===== config.mk =====
export PLATFORM = sky130hd
export DESIGN_NAME = conv2d_1x1_mac_stream
export DESIGN_NICKNAME = d
export VERILOG_FILES = /design/src/rtl/conv2d_1x1_mac_stream.sv
export SDC_FILE = /design/constraint.sdc
export NUM_CORES = 1
export LEC_CHECK = 0
export ABC_AREA = 1
export ABC_CLOCK_PERIOD_IN_PS = 27200
export CORE_UTILIZATION = 60
export DETAILED_ROUTE_END_ITERATION = 10
export DONT_BUFFER_PORTS = 1
export PLACE_DENSITY = 0.76
export RECOVER_POWER = 100
export SYNTH_ARGS = -nofsm -noshare
export SYNTH_HDL_FRONTEND = slang
export SYNTH_SLANG_ARGS = --single-unit
export TNS_END_PERCENT = 10

===== constraint.sdc =====
create_clock -name clk -period 27.2 [get_ports clk]
set_input_delay 6.8 -clock clk [delete_from_list [all_inputs] [get_ports clk]]
set_output_delay 6.8 -clock clk [all_outputs]
set_load 0.03 [all_outputs]

===== src/rtl/conv2d_1x1_mac_stream.sv =====
`default_nettype none
// ============================================================================
// Module      : conv2d_1x1_mac_stream
// Description : Streaming 1x1 convolution MAC. Accumulates NUM_CH_IN
//               Data_In*Kernel products plus a bias per output pixel, then
//               rounds, saturates and optionally ReLU-clamps the result into
//               a 1-entry output register with valid/ready handshaking.
// Revision    : 1.0 - initial release
// ============================================================================
module conv2d_1x1_mac_stream #(
    parameter int DATA_W    = 16,
    parameter int FRAC_W    = 8,
    parameter int NUM_CH_IN = 4,
    parameter int ACC_W     = 40
) (
    input  logic              clk,
    input  logic              rst,
    input  logic [DATA_W-1:0] Data_In,
    input  logic [DATA_W-1:0] Kernel,
    input  logic [DATA_W-1:0] Bias,
    input  logic              Relu_En,
    input  logic              Valid_In,
    output logic              Ready_In,
    output logic [DATA_W-1:0] Data_Out,
    output logic              Valid_Out,
    input  logic              Ready_Out,
    output logic [7:0]        Ch_Idx
);

    typedef enum logic [0:0] {
        IDLE  = 1'b0,
        ACCUM = 1'b1
    } state_t;

    localparam logic [7:0]              C_LAST_CH = 8'(NUM_CH_IN - 1);
    localparam logic signed [ACC_W-1:0] C_HALF    = ACC_W'(1) << (FRAC_W - 1);
    localparam logic signed [ACC_W-1:0] C_SAT_MAX = {{(ACC_W-DATA_W+1){1'b0}}, {(DATA_W-1){1'b1}}};
    localparam logic signed [ACC_W-1:0] C_SAT_MIN = {{(ACC_W-DATA_W+1){1'b1}}, {(DATA_W-1){1'b0}}};

    // Parameter sanity: the accumulator must hold NUM_CH_IN full products plus bias.
    if ((ACC_W < 2*DATA_W + $clog2(NUM_CH_IN) + 1) || (FRAC_W < 1) ||
        (NUM_CH_IN < 1) || (NUM_CH_IN > 256)) begin : g_param_check
        $error("conv2d_1x1_mac_stream: illegal parameter combination");
    end

    state_t                    state_q, state_d;
    logic [7:0]                ch_idx_q, ch_idx_d;
    logic signed [ACC_W-1:0]   acc_q, acc_d;
    logic                      relu_q, relu_d;
    logic [DATA_W-1:0]         dout_q, dout_d;
    logic                      vout_q, vout_d;

    logic [2*DATA_W-1:0]       w_din_ext;
    logic [2*DATA_W-1:0]       w_ker_ext;
    logic [2*DATA_W-1:0]       w_prod_full;
    logic signed [ACC_W-1:0]   w_prod_ext;
    logic signed [ACC_W-1:0]   w_bias_ext;
    logic signed [ACC_W-1:0]   w_sum;
    logic signed [ACC_W-1:0]   w_rounded;
    logic signed [ACC_W-1:0]   w_shifted;
    logic [DATA_W-1:0]         w_result;
    logic                      w_first;
    logic                      w_last;
    logic                      w_relu;
    logic                      w_accept;

    // A new beat can enter whenever the output register is empty or draining.
    assign Ready_In  = !vout_q || Ready_Out;
    assign w_accept  = Valid_In && Ready_In;
    assign Data_Out  = dout_q;
    assign Valid_Out = vout_q;
    assign Ch_Idx    = ch_idx_q;

    // Datapath: product, running sum including this beat, and the rounded/saturated result.
    always_comb begin
        // Sign-extend operands to the product width so the low half of an
        // unsigned multiply is the exact two's-complement product.
        w_din_ext   = {{DATA_W{Data_In[DATA_W-1]}}, Data_In};
        w_ker_ext   = {{DATA_W{Kernel[DATA_W-1]}}, Kernel};
        w_prod_full = w_din_ext * w_ker_ext;
        w_prod_ext  = {{(ACC_W-2*DATA_W){w_prod_full[2*DATA_W-1]}}, w_prod_full};
        w_bias_ext  = {{(ACC_W-DATA_W){Bias[DATA_W-1]}}, Bias} << FRAC_W;

        w_first = (state_q == IDLE);
        w_last  = (ch_idx_q == C_LAST_CH);
        // On the first beat the bias seeds the sum instead of the (empty) accumulator.
        w_sum   = (w_first ? w_bias_ext : acc_q) + w_prod_ext;
        w_relu  = w_first ? Relu_En : relu_q;

        w_rounded = w_sum + C_HALF;
        w_shifted = w_rounded >>> FRAC_W;

        w_result = w_shifted[DATA_W-1:0];
        if (w_shifted > C_SAT_MAX) begin
            w_result = {1'b0, {(DATA_W-1){1'b1}}};
        end else if (w_shifted < C_SAT_MIN) begin
            w_result = {1'b1, {(DATA_W-1){1'b0}}};
        end
        if (w_relu && w_result[DATA_W-1]) begin
            w_result = '0;
        end
    end

    // Next-state logic for the channel FSM, accumulator and output register.
    always_comb begin
        state_d  = state_q;
        ch_idx_d = ch_idx_q;
        acc_d    = acc_q;
        relu_d   = relu_q;
        dout_d   = dout_q;
        vout_d   = vout_q;

        if (w_accept && w_first) begin
            relu_d = Relu_En;
        end

        if (w_accept) begin
            if (w_last) begin
                state_d  = IDLE;
                ch_idx_d = '0;
                acc_d    = '0;
                dout_d   = w_result;
                vout_d   = 1'b1;
            end else begin
                state_d  = ACCUM;
                ch_idx_d = ch_idx_q + 8'd1;
                acc_d    = w_sum;
            end
        end

        // Drain the output register unless a fresh result replaces it this edge.
        if (vout_q && Ready_Out && !(w_accept && w_last)) begin
            vout_d = 1'b0;
        end
    end

    // State registers with synchronous reset.
    always_ff @(posedge clk) begin
        if (rst) begin
            state_q  <= IDLE;
            ch_idx_q <= '0;
            acc_q    <= '0;
            relu_q   <= 1'b0;
            dout_q   <= '0;
            vout_q   <= 1'b0;
        end else begin
            state_q  <= state_d;
            ch_idx_q <= ch_idx_d;
            acc_q    <= acc_d;
            relu_q   <= relu_d;
            dout_q   <= dout_d;
            vout_q   <= vout_d;
        end
    end

endmodule
`default_nettype wire


# Word level (Yosys, flattened, before mapping)
# Cells that the tools add are included.
dict set report word_totals {
  latchBits 0
  wordCells 33
  n_memories 0
  mem_bits_rw 0
  out_inout_bits 26
  register_bits 67
  inputBits 53
  mem_bits_ro 0
}
dict set report op_classes {
  magnitude_cmp 2
  shift 0
  div 0
  n_mul 1
  n_reduce_logical 11
  muxes 8
  eq_ne 1
  n_bitwise 1
  n_addsub 3
}
# cell count
set op_table {}
lappend op_table {{$mux W40} 2}
lappend op_table {{$mux W16} 3}
lappend op_table {{$add A40 B32 Y40} 1}
lappend op_table {{$add A40 B9 Y40 const B} 1}
lappend op_table {{$gt A32 B16 Y1 const B} 1}
lappend op_table {{$lt A32 B16 Y1 const B} 1}
lappend op_table {{$mul A16 B16 Y32} 1}
lappend op_table {{$add A8 B1 Y8 const B} 1}
lappend op_table {{$eq A8 B2 Y1 const B} 1}
lappend op_table {{$mux W8} 1}
lappend op_table {{$logic_and A1 B1 Y1} 6}
lappend op_table {{$logic_not A1 Y1} 2}
lappend op_table {{$mux W1} 2}
lappend op_table {{$reduce_and A2 Y1} 1}
lappend op_table {{$reduce_or A2 Y1} 1}
lappend op_table {{$logic_or A1 B1 Y1} 1}
lappend op_table {{$not A1 Y1} 1}

# Logic depth before layout (Yosys ltp)
# Gate-level depths: netlist (run 1).
dict set report depth {
  word_depth 8
  depth_mapped 46
}

# Worst setup path before layout (run 1)
# No wires, ideal clock.
dict set report synth_timing {
  kind {input to output}
  start {in Ready_Out}
  end {out Ready_In}
  stages 2
  path_slack_ns 13.342
  n_path_buf 0
  arrival_ns 7.058
  path_cell_list {inv_1 nand2_1}
}
dict set report synth_via {
  elab_chain_cells 1
}
# element line
set synth_rtl {}
lappend synth_rtl {{from (decl)} 26} ;# input logic Ready_Out,
lappend synth_rtl {{$logic_or A1 B1 Y1} 68} ;# assign Ready_In = !vout_q || Ready_Out;
lappend synth_rtl {{to (decl)} 23} ;# output logic Ready_In,
# No other way between the ends.

# Worst setup path in the final report (run 1)
dict set report layout_timing {
  start {in Kernel[1]}
  end {reg dout_q[6] (netlist: Data_Out[6])}
}
dict set report layout_via {
  elab_chain_cells 8
  elab_cells_between_ends 9
  cone_classes {add/sub (2); mul (1); order compare (2); mux (3); reduce/logical (1)}
}
# element line
set layout_rtl {}
lappend layout_rtl {{from (decl)} 19} ;# input logic [DATA_W-1:0] Kernel,
lappend layout_rtl {{$mul A16 B16 Y32 (*)} 80} ;# w_prod_full = w_din_ext * w_ker_ext;
lappend layout_rtl {{$add A40 B32 Y40 (*)} 87} ;# w_sum = (w_first ? w_bias_ext : acc_q) + w_prod_ext;
lappend layout_rtl {{$add A40 B9 Y40 (*)} 90} ;# w_rounded = w_sum + C_HALF;
lappend layout_rtl {{$lt A32 B16 Y1} 96} ;# end else if (w_shifted < C_SAT_MIN) begin
lappend layout_rtl {{$mux W16} 96}
lappend layout_rtl {{$mux W16 (*)} 94} ;# if (w_shifted > C_SAT_MAX) begin
lappend layout_rtl {{$logic_and A1 B1 Y1} 99} ;# if (w_relu && w_result[DATA_W-1]) begin
lappend layout_rtl {{$mux W16 (*)} 99}
lappend layout_rtl {{to (signal assigned)} 151} ;# dout_q <= dout_d;
lappend layout_rtl {{to (decl)} 50} ;# logic [DATA_W-1:0] dout_q, dout_d;
# Every way passes the cells marked *; elsewhere a longest branch is shown, timed or not.
# A chain may end at the register's enable or synchronous reset.

==> impl_metrics.env, run 1 <==
export IMPL_status="finished, violations left"
export IMPL_violations="max-capacitance violations, max-slew violations"
export IMPL_fillers=2722
export IMPL_critPathTopFamily="adder cells"
export IMPL_yosys_area_top_type="fa_1"
export IMPL_period_share=0.545
export IMPL_worstPathArrival_ns=15.05
export IMPL_globalplace_congestion=0.967
export IMPL_grt_pass1_vias=15700
export IMPL_cts_resized=0
export IMPL_vias_per_cell=5.17
export IMPL_area_delta_synth_final_pct=2.26
export IMPL_antenna_cells=0
export IMPL_route_detailed_drc=0
export IMPL_syn_area_mm2=0.0178
export IMPL_synth_enable_flop_cells=0
export IMPL_worstPathMaxFanout=16
export IMPL_die_h_um=174
export IMPL_design_die_area_mm2=0.0303
export IMPL_yosysWarnings=0
export IMPL_synth_common_cells="830 x nand2_1, 653 x inv_1, 330 x fa_1"
export IMPL_cap_violations=3
export IMPL_critPathKind="primary input to flip-flop"
export IMPL_numClockSinks=67
export IMPL_start_util=0.614
export IMPL_fin_nets=2945
export IMPL_grt_use_total=0.310
export IMPL_cts_max_path_buffers=2
export IMPL_boundaryPins=79
export IMPL_ctsHoldBuffers=0
export IMPL_rsz0062_at_grt="false"
export IMPL_post_cts_buffers=0
export IMPL_cp_slowest_cell="o21ai_0"
export IMPL_hold_viol=0
export IMPL_final_util=0.627
export IMPL_layout_drive_gt1_share=0.0310
export IMPL_endpoint_kind="flip-flop"
export IMPL_seqCellArea_mm2=0.00134
export IMPL_dp_final_hpwl_um=37500
export IMPL_routed_wl_um=44100
export IMPL_synthArstFlopShare=0
export IMPL_drt_pass1_iterations=5
export IMPL_clock_fmax_mhz=67.4
export IMPL_synth_cell_types=47
export IMPL_syn_inst=2518
export IMPL_synth_area_leaders="fa_1 37%, nand2_1 18%, inv_1 14%"
export IMPL_timing_critical_path_buf_inv=5
export IMPL_fin_skew_ns=0.00729
export IMPL_post_route_min_period_ns=14.83
export IMPL_critPathMaxStageDelay_ns=1.17
export IMPL_crit_top_cell="nand2_1"
export IMPL_multi_input_area_mm2=0.0135
export IMPL_synth_avg_cell_area_um2=7.05
export IMPL_synthFlopType="dfxtp_1"
export IMPL_synth_seq_cells=67
export IMPL_die_w_um=174
export IMPL_drtAntennaViolNets=0
export IMPL_rows=62
export IMPL_slew_headroom=-0.538
export IMPL_clockRootBuffer="clkbuf_16"
export IMPL_htree_levels=3
export IMPL_hold_path_class="flip-flop to flip-flop"
export IMPL_clk_latency_ns=0.33
export IMPL_port_buffers=0
export IMPL_gr_total_overflow=0
export IMPL_dr_total_vias=14700
export IMPL_core_mm2=0.0289
export IMPL_wire_per_inst_um=15.5
export IMPL_cts_buffers=9
export IMPL_fin_setup_tns_ns=0
export IMPL_antenna_found_initial=0
export IMPL_final_max_slew_viol_count=108
export IMPL_worst_slew_pin_slew_ns=2.31
export IMPL_seq_area_frac_synth=0.0755
export IMPL_cts_tree="done"
export IMPL_startpoint_type="primary input"
export IMPL_setup_viol=0
export IMPL_worstPathRequired_ns=27.42
export IMPL_grt_max_degree=51
export IMPL_synth_most_common_cell="nand2_1"
export IMPL_grt_pass1_wl_um=75700
export IMPL_clkTransAtPathRegs_ns=0.06
export IMPL_yosys_area_top_type_share=0.372
export IMPL_synth_fp_nets=3018
export IMPL_drtIter0Drc=1010
[metal layers]
layer	track usage	wire [µm]	vias up
li1	-	-	7072
met1	0.398	18700	7081
met2	0.552	22000	419
met3	0.0424	2400	82
met4	0.0768	992	0
met5	0	0	-
[final timing paths]
path         startpoint          end  slack, ns  cells past startpoint
min reg2reg    acc_q[0]     acc_q[0]       0.46                      2
max           Kernel[1]  Data_Out[6]      12.37                     30
min            acc_q[0]     acc_q[0]       0.46                      2
max reg2reg     state_q  Data_Out[6]      19.19                     29
[worst register-to-register path, delay by kind of cell (launching register included)]
kind / cells / cell delay, ns
compound gates: 1 / 1.17
xor+xnor: 1 / 0.22
fa+ha+maj: 6 / 2.85
flops: 1 / 0.34
mux: 1 / 0.52
buf+inv: 4 / 0.68
simple gates: 16 / 2.11
[flip-flops by register name, summed over array words and instances, names as in the netlist]
signal	count
acc_q	40
state_q	1
Ch_Idx	8
Data_Out	16
Valid_Out	1
relu_q	1
[final cells by class]
cell class                 count  share of cell area
multi-input combinational   1694               0.744
sequential                    67              0.0739
clock buffer                  10              0.0132
timing repair buffer           3            0.000827
inverter                     670               0.139
clock inverter                 6             0.00351
tap                          384              0.0265
[through the flow]
| stage | instances | cell area, µm² | hold slack [ns] | worst slack, ns |
|---|---|---|---|---|
| floorplan | 2518 | 17800 | 0.434 | 13.34 |
| global placement | 2818 | 17900 | 0.445 | 12.98 |
| detailed placement | 2818 | 17900 | 0.446 | 12.91 |
| CTS | 2834 | 18200 | 0.458 | 13.25 |
| global route | 2834 | 18200 | 0.474 | 11.62 |
| finish | 2834 | 18200 | 0.456 | 12.37 |
[cells by family after synthesis]
| group | synth area share |
|---|---|
| and+or+nand+nor | 0.266 |
| buffers and inverters | 0.161 |
| adders and majority gates | 0.455 |
| AOI/OAI and AO/OA | 0.0267 |
| DFF | 0.0755 |
| xor gates and xnor gates | 0.0152 |
| muxes | 0.000564 |
[cells in the final DEF, fill, tap and decap left out, types with 2 or more instances in the layout]
cell,netlist,layout
nand3_1,80,81
nand3b_1,3,3
nand2_2,22,16
clkbuf_16,0,9
xor2_1,25,26
clkinv_1,5,5
nand2_4,2,2
inv_1,653,654
o21ai_0,9,10
nor2_2,17,12
o21bai_1,3,3
and2_1,4,3
clkbuf_1,81,2
dfxtp_1,67,67
nand3_4,3,3
nand4_1,34,34
fa_1,330,329
nand3_2,3,2
xnor2_1,4,4
clkinvlp_4,0,2
clkinv_2,0,2
a211oi_1,2,2
nor2_1,109,114
ha_1,117,117
nand2_1,830,836
inv_2,12,11
nor4_1,2,2
nor2_4,7,7
nor3_2,3,2
nor3_1,4,5
a21oi_1,65,65
Power of run 1 is left out: the tool's default activity adds up to more than one toggle a clock period on the data nets, which glitch-free logic cannot reach.
==> run 2, diff against run 1 <==
- ABC_CLOCK_PERIOD_IN_PS: 27200 -> 15490
- clock period: 27.2 -> 15.49 ns (I/O delays scaled with it)
==> run 2 against run 1 <==
Compared with the run above:
- the flow still finishes with violations (max-capacitance violations, max-slew violations)
- register-to-register slack worse by 12 ns
- via count up 0.48%
- non-clock buffer count did not move
- clock skew up 0.00075 ns
- final cell count hardly changed
- die area stayed put
- critical path depth unchanged
- sequential share of layout area about the same
- cell area down 0.12%
- core utilization fell by 0.074 points
- sequential cell count stayed put
- wire length decreased by 0.54%
- critical path type unchanged
- largest cell class unchanged
==> impl_metrics.env, run 2 (same netlist as run 1, synthesis figures left out) <==
export IMPL_routed_wl_um=43800
export IMPL_final_max_slew_viol_count=108
export IMPL_setup_viol=0
export IMPL_antenna_found_initial=0
export IMPL_boundaryPins=79
export IMPL_hold_path_class="flip-flop to flip-flop"
export IMPL_grt_pass1_wl_um=74800
export IMPL_startpoint_type="primary input"
export IMPL_wire_per_inst_um=15.5
export IMPL_worstSetupPathDepth=30
export IMPL_hold_viol=0
export IMPL_die_w_um=174
export IMPL_cp_slowest_cell="o21ai_0"
export IMPL_rsz0062_at_grt="false"
export IMPL_violations="max-capacitance violations, max-slew violations"
export IMPL_cts_max_path_buffers=2
export IMPL_period_share=0.774
export IMPL_critPathTopFamily="adder cells"
export IMPL_area_delta_synth_final_pct=2.14
export IMPL_layout_common_cells="838 x nand2_1, 653 x inv_1, 329 x fa_1"
export IMPL_grt_pass1_vias=15400
export IMPL_gr_total_overflow=0
export IMPL_cap_violations=3
export IMPL_clkTransAtPathRegs_ns=0.06
export IMPL_core_mm2=0.0289
export IMPL_post_cts_buffers=0
export IMPL_grt_max_degree=51
export IMPL_numClockSinks=67
export IMPL_slew_headroom=-0.497
export IMPL_fin_skew_ns=0.00804
export IMPL_timing_critical_path_buf_inv=5
export IMPL_multi_input_area_mm2=0.0135
export IMPL_clockRootBuffer="clkbuf_16"
export IMPL_drtIter0Drc=977
export IMPL_dp_final_hpwl_um=37500
export IMPL_drtAntennaViolNets=0
export IMPL_port_buffers=0
export IMPL_cts_tree="done"
export IMPL_worstPathMaxFanout=16
export IMPL_crit_top_cell="nand2_1"
export IMPL_seqCellArea_mm2=0.00134
export IMPL_ctsHoldBuffers=0
export IMPL_worst_slew_pin_slew_ns=2.24
export IMPL_drt_pass1_iterations=5
export IMPL_fin_setup_tns_ns=0
export IMPL_fillers=2692
export IMPL_hold_path_depth=2
export IMPL_largest_register_ffs=40
export IMPL_critPathKind="primary input to flip-flop"
export IMPL_grt_use_total=0.307
export IMPL_cts_resized=0
export IMPL_worstPathArrival_ns=12.21
export IMPL_start_util=0.614
export IMPL_cts_buffers=9
export IMPL_vias_per_cell=5.20
export IMPL_clock_fmax_mhz=83.4
export IMPL_clk_latency_ns=0.33
export IMPL_fin_nets=2945
export IMPL_layout_drive_gt1_share=0.0302
export IMPL_r2r_cells=26
export IMPL_worstPathRequired_ns=15.71
export IMPL_post_route_min_period_ns=12.00
export IMPL_route_detailed_drc=0
export IMPL_endpoint_kind="flip-flop"
export IMPL_critPathMaxStageDelay_ns=1.22
export IMPL_layout_commonest_cell="nand2_1"
export IMPL_status="finished, violations left"
export IMPL_antenna_cells=0
export IMPL_htree_levels=3
export IMPL_dr_total_vias=14700
export IMPL_globalplace_congestion=0.960
export IMPL_die_h_um=174
export IMPL_rows=62
export IMPL_largest_register="acc_q"
export IMPL_design_die_area_mm2=0.0303
==> run 2: layout make-up <==
class | count | share of cell area
Multi-Input combinational cell | 1694 | 0.744
Inverter | 670 | 0.139
Sequential cell | 67 | 0.0740
Tap cell | 384 | 0.0265
Clock buffer | 10 | 0.0126
Clock inverter | 5 | 0.00304
Timing Repair Buffer | 3 | 0.000828
==> run 2: worst paths after layout <==
path | from | endpoint | slack, ns
setup / recovery | Kernel[1] | Data_Out[6] | 3.49
hold / removal | acc_q[30] | acc_q[30] | 0.46
setup reg to reg | state_q | Data_Out[6] | 7.42
hold reg to reg | acc_q[30] | acc_q[30] | 0.46
==> run 2: worst min-delay path, stage by stage (launching register included) <==
cell and delay [ns]:
dfxtp_1 0.31, nand2_1 0.06, a21oi_1 0.05
==> run 2: stage by stage <==
step	worst slack (ns)	util	instance area (µm²)	instances	hold WS [ns]
after global placement	4.17	0.619	17900	2818	0.446
final	3.49	0.627	18100	2833	0.460
after detailed placement	4.09	0.619	17900	2818	0.449
after floorplan	4.87	-	17800	2518	0.434
after CTS	4.41	0.629	18200	2833	0.457
after global routing	2.77	0.627	18100	2833	0.476
==> run 2: layer usage <==
layer  wire (µm)  global-route usage  vias to the layer above  share of wire
met2       21700               0.543                      444           0.50
met3        2320              0.0413                       86          0.053
met5           0                   0                        -              0
met1       18600               0.394                     7117           0.42
li1            -                   -                     7077              -
met4        1190              0.0852                        0          0.027
Power of run 2 is left out for the same reason.
